--- src/rtl/mem_bridge_ctrl.sv ---
// mem_bridge_ctrl: MEM-stage access controller between the CPU pipeline, data
// memory and two word-only timer devices. It decodes the address, raises
// alignment/range exceptions, and drives DM byte enables for sb/sh/sw. Device
// accesses use a req/ack handshake and stall the pipeline until the access is
// done. Load extension is handled downstream.
// Optional feature: define BRIDGE_TIMEOUT_EN to bound the device wait with a
// timeout counter that reports BusErr_M.
module mem_bridge_ctrl #(
    parameter logic [31:0] DM_TOP         = 32'h0000_2FFF,
    parameter int          TIMEOUT_CYCLES = 16
) (
    input  logic        clk,
    input  logic        reset,
    input  logic        MemRead_M,
    input  logic        MemWrite_M,
    input  logic [1:0]  Size_M,
    input  logic [31:0] Addr_M,
    input  logic [31:0] WData_M,
    input  logic        Flush_M,
    output logic [3:0]  dm_we,
    output logic [31:0] dm_addr,
    output logic [31:0] dm_wdata,
    input  logic [31:0] dm_rdata,
    output logic        dev_req,
    output logic        dev_sel,
    output logic        dev_we,
    output logic [1:0]  dev_addr,
    output logic [31:0] dev_wdata,
    input  logic [31:0] dev_rdata,
    input  logic        dev_ack,
    output logic [31:0] RData_M,
    output logic        Stall_M,
    output logic        AdEL,
    output logic        AdES,
    output logic        BusErr_M
);

    typedef enum logic [1:0] {
        S_IDLE = 2'd0,
        S_WAIT = 2'd1,
        S_DONE = 2'd2
    } state_t;

    state_t      r_state;
    logic        r_dev_req;
    logic        r_dev_sel;
    logic        r_dev_we;
    logic [1:0]  r_dev_addr;
    logic [31:0] r_dev_wdata;
    logic [31:0] r_rdata;

`ifdef BRIDGE_TIMEOUT_EN
    localparam int CNT_W = $clog2(TIMEOUT_CYCLES + 1);
    logic [CNT_W-1:0] r_cnt;
    logic             r_buserr;
`endif

    logic        w_access;
    logic        w_store;
    logic        w_is_word;
    logic        w_is_half;
    logic        w_in_dm;
    logic        w_in_dev0;
    logic        w_in_dev1;
    logic        w_in_dev;
    logic        w_misalign;
    logic        w_fault;
    logic        w_active;
    logic        w_exc;
    logic        w_dm_go;
    logic        w_dev_go;
    logic [3:0]  w_be;
    logic [31:0] w_lanes;

    // A simultaneous read and write is treated as a store.
    assign w_access  = MemRead_M | MemWrite_M;
    assign w_store   = MemWrite_M;
    assign w_is_word = Size_M[1];
    assign w_is_half = (Size_M == 2'b01);

    assign w_in_dm   = (Addr_M <= DM_TOP);
    assign w_in_dev0 = (Addr_M >= 32'h0000_7F00) && (Addr_M <= 32'h0000_7F0B);
    assign w_in_dev1 = (Addr_M >= 32'h0000_7F10) && (Addr_M <= 32'h0000_7F1B);
    assign w_in_dev  = w_in_dev0 | w_in_dev1;

    assign w_misalign = (w_is_half & Addr_M[0]) | (w_is_word & (Addr_M[1:0] != 2'b00));
    assign w_fault    = ~(w_in_dm | w_in_dev) | w_misalign | (w_in_dev & ~w_is_word);

    // Only a new instruction in IDLE may act; DONE still holds the previous
    // device instruction, which must not be launched again.
    assign w_active = ~reset & (r_state == S_IDLE) & ~Flush_M & w_access;
    assign w_exc    = w_active & w_fault;
    assign w_dm_go  = w_active & ~w_fault & w_in_dm;
    assign w_dev_go = w_active & ~w_fault & w_in_dev;

    assign AdEL = w_exc & ~w_store;
    assign AdES = w_exc & w_store;

    // Byte-lane enables and lane-replicated store data for sb/sh/sw.
    always_comb begin
        w_be    = 4'b1111;
        w_lanes = WData_M;
        case (Size_M)
            2'b00: begin
                w_be    = 4'b0001 << Addr_M[1:0];
                w_lanes = {4{WData_M[7:0]}};
            end
            2'b01: begin
                w_be    = Addr_M[1] ? 4'b1100 : 4'b0011;
                w_lanes = {2{WData_M[15:0]}};
            end
            default: begin
                w_be    = 4'b1111;
                w_lanes = WData_M;
            end
        endcase
    end

    assign dm_we    = (w_dm_go & w_store) ? w_be : 4'b0000;
    assign dm_addr  = reset ? 32'h0 : {Addr_M[31:2], 2'b00};
    assign dm_wdata = reset ? 32'h0 : w_lanes;

    // DM loads pass straight through; a finished device access shows its captured word.
    assign RData_M = reset               ? 32'h0 :
                     (r_state == S_DONE) ? r_rdata :
                     (r_state == S_IDLE) ? dm_rdata : 32'h0;

    assign Stall_M   = w_dev_go | (r_state == S_WAIT);
    assign dev_req   = r_dev_req;
    assign dev_sel   = r_dev_sel;
    assign dev_we    = r_dev_we;
    assign dev_addr  = r_dev_addr;
    assign dev_wdata = r_dev_wdata;

`ifdef BRIDGE_TIMEOUT_EN
    assign BusErr_M = r_buserr;
`else
    assign BusErr_M = 1'b0;
`endif

    // Device access sequencer: latch the request, hold req until ack (or timeout), show result in DONE.
    always_ff @(posedge clk) begin
        if (reset) begin
            r_state     <= S_IDLE;
            r_dev_req   <= 1'b0;
            r_dev_sel   <= 1'b0;
            r_dev_we    <= 1'b0;
            r_dev_addr  <= 2'b00;
            r_dev_wdata <= 32'h0;
            r_rdata     <= 32'h0;
`ifdef BRIDGE_TIMEOUT_EN
            r_cnt       <= '0;
            r_buserr    <= 1'b0;
`endif
        end else begin
            case (r_state)
                S_IDLE: begin
                    if (w_dev_go) begin
                        r_dev_sel   <= w_in_dev1;
                        r_dev_we    <= w_store;
                        r_dev_addr  <= Addr_M[3:2];
                        r_dev_wdata <= WData_M;
                        r_dev_req   <= 1'b1;
`ifdef BRIDGE_TIMEOUT_EN
                        r_cnt       <= '0;
`endif
                        r_state     <= S_WAIT;
                    end
                end
                S_WAIT: begin
                    // Flush_M is deliberately ignored here: a started device access
                    // may already have side effects and must run to completion.
                    if (dev_ack) begin
                        r_rdata   <= dev_rdata;
                        r_dev_req <= 1'b0;
                        r_state   <= S_DONE;
                    end
`ifdef BRIDGE_TIMEOUT_EN
                    else if (r_cnt == CNT_W'(TIMEOUT_CYCLES - 1)) begin
                        r_rdata   <= 32'h0;
                        r_dev_req <= 1'b0;
                        r_buserr  <= 1'b1;
                        r_state   <= S_DONE;
                    end else begin
                        r_cnt <= r_cnt + 1'b1;
                    end
`endif
                end
                S_DONE: begin
`ifdef BRIDGE_TIMEOUT_EN
                    r_buserr <= 1'b0;
`endif
                    r_state <= S_IDLE;
                end
                default: begin
                    r_dev_req <= 1'b0;
                    r_state   <= S_IDLE;
                end
            endcase
        end
    end

endmodule

--- config.mk ---
export PLATFORM = sky130hd
export DESIGN_NAME = mem_bridge_ctrl
export DESIGN_NICKNAME = d
export VERILOG_FILES = /design/src/rtl/mem_bridge_ctrl.sv
export SDC_FILE = /design/constraint.sdc
export NUM_CORES = 1
export LEC_CHECK = 0
export ABC_CLOCK_PERIOD_IN_PS = 5700
export CORE_MARGIN = 1.5
export CORE_UTILIZATION = 32
export DETAILED_ROUTE_END_ITERATION = 6
export GPL_TIMING_DRIVEN = 0
export PLACE_DENSITY_LB_ADDON = 0.2
export SYNTH_ARGS = -nofsm -noshare
export SYNTH_HDL_FRONTEND = slang
export SYNTH_SLANG_ARGS = --single-unit
export TNS_END_PERCENT = 30
--- constraint.sdc ---
create_clock -name clk -period 5.7 [get_ports clk]
set_input_delay 0.855 -clock clk [delete_from_list [all_inputs] [get_ports clk]]
set_output_delay 0.855 -clock clk [all_outputs]
set_load 0.1 [all_outputs]
# After elaboration in Yosys (flattened, before gate mapping)

Cells that the tools add are included.

Input bits: 136
Register bits after elaboration: 71

Order comparisons: 5
Mux-type cells: 15
Reductions and logical operators: 9
Bitwise operators: 27
Eq/ne operators: 5
Shifts and indexed selects: 1

Operators with widths:

| operator                                                             | number |
|---|---|
| 2-to-1 mux 32 bit                                                    | 5 |
| greater-or-equal comparator 32 x 15 -> 1 bit (second input constant) | 2 |
| less-or-equal comparator 32 x 15 -> 1 bit (second input constant)    | 2 |
| case mux 32 bit (2 select lines)                                     | 1 |
| less-or-equal comparator 32 x 14 -> 1 bit (second input constant)    | 1 |
| bitwise AND 1 bit                                                    | 13 |
| 2-to-1 mux 4 bit                                                     | 2 |
| case mux 4 bit (2 select lines)                                      | 1 |
| NOT 1 bit                                                            | 7 |
| OR 1 bit                                                             | 7 |
| AND reduction 2 bit                                                  | 3 |
| equality test 2 x 1 -> 1 bit (second input constant)                 | 2 |
| zero test 2 bit                                                      | 2 |
| 2-to-1 mux 2 bit                                                     | 2 |
| inequality test 2 bit (second input constant)                        | 2 |
| case mux 2 bit (2 select lines)                                      | 1 |
| << shifter 1 x 2 -> 4 bit (first input constant)                     | 1 |
| case mux 1 bit (3 select lines)                                      | 1 |
| AND reduction 3 bit                                                  | 1 |
| equality test 2 bit (second input constant)                          | 1 |
| logical AND 1 bit                                                    | 2 |
| 2-to-1 mux 1 bit                                                     | 2 |
| nonzero test 2 bit                                                   | 1 |

# Longest topological paths before layout

Gate-level depths: netlist of run 1.

Depth after elaboration: 12
Gate-level depth with buffers: 7

# Worst setup path after synthesis of run 1

Ideal clock, no wire load.

Kind: input -> output
Start point: in reset
End point: out dm_we[0]
Buffers on the path: 1
Data arrival time: 4.370 ns
Setup slack: 0.475 ns
Cell stages on the path: 5
Cells stage by stage: buf_2 nor4_2 nand4_1 or4b_2 a211oi_1

Cells in the longest elaborated chain, start to end: 8

RTL lines:

| element                        | line | source |
|---|---|---|
| start: declaration             | 13   | `input logic reset,` |
| NOT 1 bit                      | 91   | `assign w_active = ~reset & (r_state == S_IDLE) & ~Flush_M & w_access;` |
| bitwise AND 1 bit (3 in a row) | 91   |  |
| bitwise AND 1 bit (2 in a row) | 93   | `assign w_dm_go = w_active & ~w_fault & w_in_dm;` |
| bitwise AND 1 bit              | 119  | `assign dm_we = (w_dm_go & w_store) ? w_be : 4'b0000;` |
| 2-to-1 mux 4 bit               | 119  |  |
| end: declaration               | 20   | `output logic [3:0] dm_we,` |

No other way between the ends.

# Worst setup path in the final report of run 1

Start point: in Addr_M[14]
End point: out Stall_M

Cells in the longest elaborated chain, start to end: 11
Elaborated cells on any way between the ends: 17
Those cells by class: order compare: 5; bitwise: 10; reduce/logical: 2

RTL lines:

| element                                                              | line   | source |
|---|---|---|
| start: declaration                                                   | 17     | `input logic [31:0] Addr_M,` |
| greater-or-equal comparator 32 x 15 -> 1 bit (tied with other cells) | 82     | `assign w_in_dev0 = (Addr_M >= 32'h0000_7F00) && (Addr_M <= 32'h0000_7F0B);` |
| logical AND 1 bit, on equally long branches                          | 82, 83 |  |
| OR 1 bit                                                             | 84     | `assign w_in_dev = w_in_dev0 \| w_in_dev1;` |
| OR 1 bit                                                             | 87     | `assign w_fault = ~(w_in_dm \| w_in_dev) \| w_misalign \| (w_in_dev & ~w_is_word);` |
| NOT 1 bit                                                            | 87     |  |
| OR 1 bit (2 in a row)                                                | 87     |  |
| NOT 1 bit                                                            | 94     | `assign w_dev_go = w_active & ~w_fault & w_in_dev;` |
| bitwise AND 1 bit                                                    | 94     |  |
| bitwise AND 1 bit *                                                  | 94     |  |
| OR 1 bit *                                                           | 128    | `assign Stall_M = w_dev_go \| (r_state == S_WAIT);` |
| end: declaration                                                     | 32     | `output logic Stall_M,` |

Every way passes the cells marked *; elsewhere a longest branch is shown, timed or not.

==> results of run 1 <==
## report_power, final
part | switching, mW | internal [mW]
combinational | 0.385 | 0.181
sequential | 0.0000000000277 | 0.496
clock | 0.221 | 0.339
## through the flow
stage	util	setup WS, ns	total power [mW]	hold WS, ns	instance area (sq um)
5_1_grt	0.597	0.496	1.67	0.481	7260
6_report	0.597	0.667	1.62	0.456	7260
4_1_cts	0.597	0.649	1.64	0.457	7260
3_3_place_gp	0.573	0.666	1.07	0.443	6970
2_1_floorplan	-	0.475	0.874	0.437	4040
3_5_place_dp	0.573	0.649	1.07	0.449	6970
## logic make-up (layout without fill, tap and decap cells)
kind of cell,after synthesis,count (layout),share of synthesized area
muxes,52,52,0.139
buffers and inverters,45,333,0.0528
and+or+nand+nor,236,236,0.303
other,1,3,0.000930
AOI/OAI and AO/OA,94,94,0.152
DFF,71,71,0.353
## cell type report
class,instances,area share
Sequential cell,71,0.196
Multi-Input combinational cell,385,0.331
Tap cell,168,0.0289
Timing Repair Buffer,272,0.375
Inverter,2,0.00103
Clock inverter,5,0.00810
Clock buffer,11,0.0320
Buffer,43,0.0283
## placed cells by master (no fill, tap or decap), drive strengths merged, types with 2 or more instances in the layout
cell	netlist	final
nor4	5	5
nor3	4	4
nor2	30	30
clkbuf	28	39
a211oi	2	2
nor2b	50	50
inv	2	2
nand2	85	85
clkdlybuf4s50	0	272
a31oi	2	2
dfxtp	71	71
o21ai	2	2
nand2b	51	51
clkinvlp	0	2
a21oi	53	53
mux2	11	11
clkinv	0	2
a22o	32	32
buf	15	15
conb	1	3
mux2i	41	41
## critical path, stage by stage
cell             delay [ns]
clkdlybuf4s50_1        0.50
nand4bb_1              0.13
a2111o_1               0.51
or4_1                  0.59
buf_6                  0.16
buf_12                 0.14
or2b_1                 0.14
clkdlybuf4s50_1        1.15
## registers in the layout, summed over array words and instances (netlist names)
register   cells
dev_we         1
dev_req        1
r_state        2
r_rdata       32
dev_addr       2
dev_sel        1
dev_wdata     32
## how the worst max path moves through the flow
stage | from | to | slack (ns) | cells after the start
final | Addr_M[14] | Stall_M | 0.67 | 8
after CTS | Addr_M[14] | Stall_M | 0.65 | 8
after detailed placement | Addr_M[14] | Stall_M | 0.65 | 8
after global placement | Addr_M[14] | Stall_M | 0.67 | 8
after floorplan | reset | dm_we[0] | 0.47 | 5
after global routing | Addr_M[21] | dm_we[0] | 0.50 | 6
## per-layer routing
layer  track usage  vias up  wire length [um]
li1              -     2257                 -
met1         0.259     2117              6190
met2         0.414      179              7860
met3        0.0785       29              1170
met4        0.0724        0               339
met5             0        -                 0
==> key figures, run 1 <==
Status
  • Status: completed

Timing
  • Final Hold Fails: 0
  • Max-Slew Margin vs Limit: 0.307
  • Final Critical Period: 5.03 ns
  • Max frequency: 0.199 GHz
  • Setup TNS Final: 0 ns
  • Final setup fails: 0
  • Final period utilization: 0.883
  • Worst Skew: 0.00774 ns
  • Final Max Tran Viols: 0
  • RSZ-0062 raised after global routing: no
  • Slew @ Worst Pin: 1.04 ns

Logic synthesis
  • Seq cells post-synth: 71
  • Syn_area_per_cell: 8.08 sq um
  • Post-synthesis sequential area ratio: 0.353
  • Largest area contributor in the netlist: dfxtp_1
  • Top cells by count, synth: nand2_1, dfxtp_1, a21oi_1, nand2b_1, nor2b_1
  • EDFF count, synth: 0
  • Async S/R FF share, synth: 0
  • Ranking of synthesized cells by area: dfxtp_1, mux2i_1, nand2b_1
  • Top_reg_cell synth: dfxtp_1
  • Cell with the most instances after synthesis: nand2_1
  • Post-synth cell types: 39
  • Mapped Area: 4030 sq um
  • Mapped Cells: 499
  • YS warnings: 0
  • Fraction of synthesized cell area taken by the top area cell type: 0.353

Power and ir drop
  • Maximum VDD drop: 0.165 mV
  • Static Leak: 2.66 nW
  • Pwr dens: 223 nW/um^2

Drt
  • Residual DRC: 0
  • Routed Antenna Nets: 0
  • WL final: 15600 um
  • Vias: 4582
  • DR pass1 iterations: 4
  • Vias per cell: 4.79
  • Initial DRC Count: 175
  • Drt wl/cell: 16.3 um

Flow run
  • Max-cap violations: 0

Clocking
  • Reg clk slew, reported paths: 0.06 ns
  • Root Driver: clkbuf_16
  • CTS tree: yes
  • Num CTS Buffers: 9
  • Post_cts resized: 0
  • Hold Buf Count CTS: 0
  • Post-CTS Repair Setup Buffers: 0
  • Clock Tree Buf Depth: 2
  • H-Tree Level Count: 3
  • TritonCTS Sinks: 71
  • Clock latency on the worst-skew pair: 0.34 ns

Layout
  • Area of the multi-input gates: 2400 sq um
  • Sequential Area: 1420 sq um
  • Ant. Diodes: 0
  • Syn-to-layout area delta: 80.2%
  • Layout cell share with drive strength beyond 1: 0.0469
  • FILL cells: 1104
  • Fin nets: 920
  • Final cell count without fillers: 957

Die
  • Core ar.: 12200 sq um
  • Die span in y: 115 um
  • Die width: 115 um
  • IO Count: 277
  • Site row count: 40
  • DIE AREA: 13300 sq um
  • Starting Density: 0.331

Setup path
  • Reg-to-reg endpoint: dev_wdata[5]$_SDFFE_PP0P_
  • Worst R2R Start: r_state[0]$_SDFFE_PP0P_
  • Path depth of the worst reg2reg path: 6
  • Worst Setup End Kind: output pin
  • Worst-path maximum fanout: 10
  • CP Launch Type: input pin
  • Critical path arrival: 4.18 ns
  • Req. time, crit path: 4.85 ns
  • R2R Setup Slk: 3.29 ns
  • WS Path Type: input pin to output pin

Min path
  • Type of the tightest min-delay check: register to register
  • Worst Hold End: r_rdata[10]$_SDFFE_PP0P_
  • Hold Startpoint: r_rdata[10]$_SDFFE_PP0P_
  • Hold Path Stages: 2

Global routing
  • Largest net degree at the start of global routing: 13
  • Gr usage total: 0.231
  • Initial antenna violation count: 0
  • Vias in the first global route: 4666
  • First-pass GRT wire length: 23800 um
  • GRT overflow: 0

Place
  • Placer congestion estimate: 0.841
  • Cell count after placement: 941
  • DP HPWL: 12600 um
  • Number of port buffers: 272
Note: power is estimated with default switching activity, not from simulation.
==> run 2: changes to the inputs <==
--- a/config.mk
+++ b/config.mk
@@ -6,11 +6,13 @@
 export NUM_CORES = 1
 export LEC_CHECK = 0
 export ABC_CLOCK_PERIOD_IN_PS = 5700
-export CORE_MARGIN = 1.5
-export CORE_UTILIZATION = 32
+export CORE_AREA = 2 2 107 109
+export CTS_BUF_LIST = sky130_fd_sc_hd__clkbuf_8
 export DETAILED_ROUTE_END_ITERATION = 6
+export DIE_AREA = 0 0 109 111
 export GPL_TIMING_DRIVEN = 0
 export PLACE_DENSITY_LB_ADDON = 0.2
+export SLEW_MARGIN = 20
 export SYNTH_ARGS = -nofsm -noshare
 export SYNTH_HDL_FRONTEND = slang
 export SYNTH_SLANG_ARGS = --single-unit
==> run 2 against run 1 <==
Sequential share of layout area up 0.23 points. Combinational power about the same. Clock power down 13%. Setup slack better by 0.034 ns. Routed wire length down 0.28%. First-iteration DRC count up 3.4%. Final area down 1.2%. Clock skew up 0.0071 ns. Critical path type unchanged. Critical endpoint unchanged. Largest power group unchanged.
==> key figures, run 2 (same netlist as run 1, synthesis figures left out) <==
Drt
  • Vias: 4577 (-0.11%)
  • WL final: 15500 um (-0.28%)
  • Routed Antenna Nets: 0 (unchanged)
  • Vias per cell: 4.91 (+2.5%)
  • Residual DRC: 0 (unchanged)
  • Drt wl/cell: 16.6 um (+2.3%)
  • Initial DRC Count: 181 (+3.4%)
  • DR pass1 iterations: 4 (unchanged)

Power and ir drop
  • Seq pwr share: 0.321 (+0.015)
  • Gate power share: 0.366 (+0.017)
  • Pwr dens: 215 nW/um^2 (-3.6%)
  • Clk pwr share: 0.314 (-0.031)
  • Static Leak: 2.65 nW (-0.43%)
  • Maximum VDD drop: 0.134 mV (-18%)
  • Internal Power: 965 uW (-5.0%)
  • P_sw: 581 uW (-4.1%)
  • Net Sw Frac: 0.376 (+0.00237)

Layout
  • Most common library cell in the layout ignoring fill and taps: clkdlybuf4s50_1
  • Fin nets: 920 (unchanged)
  • Layout cell share with drive strength beyond 1: 0.0482 (+0.00127)
  • Highest-count cells in the layout ignoring fill and taps: clkdlybuf4s50_1, nand2_1, dfxtp_1
  • Syn-to-layout area delta: 78.1%

Timing
  • Final Critical Period: 5.00 ns (-0.0338 ns)
  • Worst setup margin: 0.701 ns (+0.0338 ns)
  • Slew @ Worst Pin: 1.06 ns (+0.0200 ns)
  • Max-Slew Margin vs Limit: 0.293 (-0.0134)
  • Final Max Tran Viols: 0 (unchanged)
  • Worst Skew: 0.0149 ns (+0.00713 ns)
  • Final Hold Fails: 0 (unchanged)
  • Final period utilization: 0.877 (-0.00594)
  • Max frequency: 0.200 GHz (+0.68%)
  • Final setup fails: 0 (unchanged)
  • RSZ-0062 raised after global routing: no
  • Setup TNS Final: 0 ns (unchanged)

Global routing
  • Gr usage total: 0.251 (+0.0196)
  • Vias in the first global route: 4671 (+0.11%)
  • Initial antenna violation count: 1 (+1)
  • First-pass GRT wire length: 23800 um (about the same)
  • GRT overflow: 0 (unchanged)
  • Largest net degree at the start of global routing: 13 (unchanged)

Die
  • Die span in y: 111 um (-3.7%)
  • DIE AREA: 12100 sq um (-8.9%)
  • Site row count: 39 (-2.5%)
  • Die width: 109 um (-5.4%)
  • IO Count: 277 (unchanged)
  • Core ar.: 11100 sq um (-8.9%)
  • Starting Density: 0.364 (+0.0325)

Min path
  • Type of the tightest min-delay check: register to register

Setup path
  • Slowest CP cell: clkdlybuf4s50_1
  • Critical path cell sequence: clkdlybuf4s50_1 > nand4bb_1 > a2111o_1 > or4_1 > buf_6 > buf_12 > or2b_1 > clkdlybuf4s50_1
  • Req. time, crit path: 4.85 ns (about the same)
  • Critical path arrival: 4.14 ns (-0.04 ns)
  • WS Path Type: input pin to output pin
  • Worst-path maximum fanout: 10 (unchanged)
  • Worst Setup End Kind: output pin
  • Most frequent CP cell: clkdlybuf4s50_1
  • Max stage delay on crit path: 1.14 ns (about the same)
  • CP Launch Type: input pin

Flow run
  • Max-cap violations: 0 (unchanged)

Clocking
  • CTS tree: yes
  • Num CTS Buffers: 9 (unchanged)
  • Clock Tree Buf Depth: 2 (unchanged)
  • Post_cts resized: 0 (unchanged)
  • Post-CTS Repair Setup Buffers: 0 (unchanged)
  • H-Tree Level Count: 3 (unchanged)
  • TritonCTS Sinks: 71 (unchanged)
  • Reg clk slew, reported paths: 0.07 ns (about the same)
  • Hold Buf Count CTS: 0 (unchanged)
  • Root Driver: clkbuf_8
  • Clock latency on the worst-skew pair: 0.35 ns (about the same)

Place
  • Number of port buffers: 272 (unchanged)
  • DP HPWL: 12400 um (-1.9%)
  • Post-Place Worst Slack: 0.694 ns (+0.0455 ns)
  • Placer congestion estimate: 0.892 (+6.0%)

Status
  • Status: completed
[run 2: cell types whose count changed in the layout (fill, tap and decap cells not counted), sizes merged]
cell      change
clkinv        +1
diode         +1
clkbuf        -2
bufinv        +2
clkinvlp      -2
inv           +1
[run 2: cell type report]
| cell class | count | area [sq um] |
|---|---|---|
| multi-input combinational | 385 | 2400 |
| inverter | 2 | 7.51 |
| clock buffer | 9 | 124 |
| antenna | 1 | 2.50 |
| timing repair buffer | 272 | 2720 |
| clock inverter | 7 | 113 |
| fill | 987 | 3900 |
| tap | 143 | 179 |
| buffer | 43 | 205 |
| sequential | 71 | 1420 |
[run 2: critical path: cells and delay by family]
kind / cells / cell delay [ns]
buffers and inverters: 4 / 1.96
AND/OR/NAND/NOR: 3 / 0.82
AO/OA/AOI/OAI: 1 / 0.49
[run 2: stage by stage]
stage / hold WS (ns) / util / area (sq um) / power (mW) / instances
after floorplan: 0.437 / - / 4040 / 0.874 / 501
after global placement: 0.444 / 0.626 / 6940 / 1.07 / 916
after detailed placement: 0.450 / 0.626 / 6940 / 1.07 / 916
after CTS: 0.460 / 0.648 / 7180 / 1.56 / 932
after global routing: 0.485 / 0.648 / 7180 / 1.60 / 933
final: 0.462 / 0.648 / 7180 / 1.55 / 933
[run 2: power by group through the flow]
| stage | clock network [mW] | logic (mW) | registers, mW |
|---|---|---|---|
| after CTS | 0.494 | 0.566 | 0.495 |
| after global placement | 0 | 0.561 | 0.507 |
| after global routing | 0.519 | 0.584 | 0.495 |
| final | 0.485 | 0.565 | 0.495 |
| after detailed placement | 0 | 0.564 | 0.507 |
| after floorplan | 0 | 0.367 | 0.507 |
[run 2: path summary, 6_finish.rpt]
kind / startpoint / end / slack, ns / cells after the start
worst max register to register: r_state[0]$_SDFFE_PP0P_ / dev_wdata[17]$_SDFFE_PP0P_ / 3.28 / 5
worst min register to register: r_rdata[6]$_SDFFE_PP0P_ / r_rdata[6]$_SDFFE_PP0P_ / 0.46 / 2
worst min-delay path: r_rdata[6]$_SDFFE_PP0P_ / r_rdata[6]$_SDFFE_PP0P_ / 0.46 / 2
worst max-delay path: Addr_M[14] / Stall_M / 0.70 / 8
[run 2: per-layer routing]
metal | wire [um] | up-vias | part of all wire | track usage
li1 | - | 2254 | - | -
met1 | 6120 | 2089 | 0.39 | 0.288
met2 | 7670 | 206 | 0.49 | 0.442
met3 | 1380 | 28 | 0.089 | 0.0641
met4 | 350 | 0 | 0.023 | 0.0889
met5 | 0 | - | 0 | 0
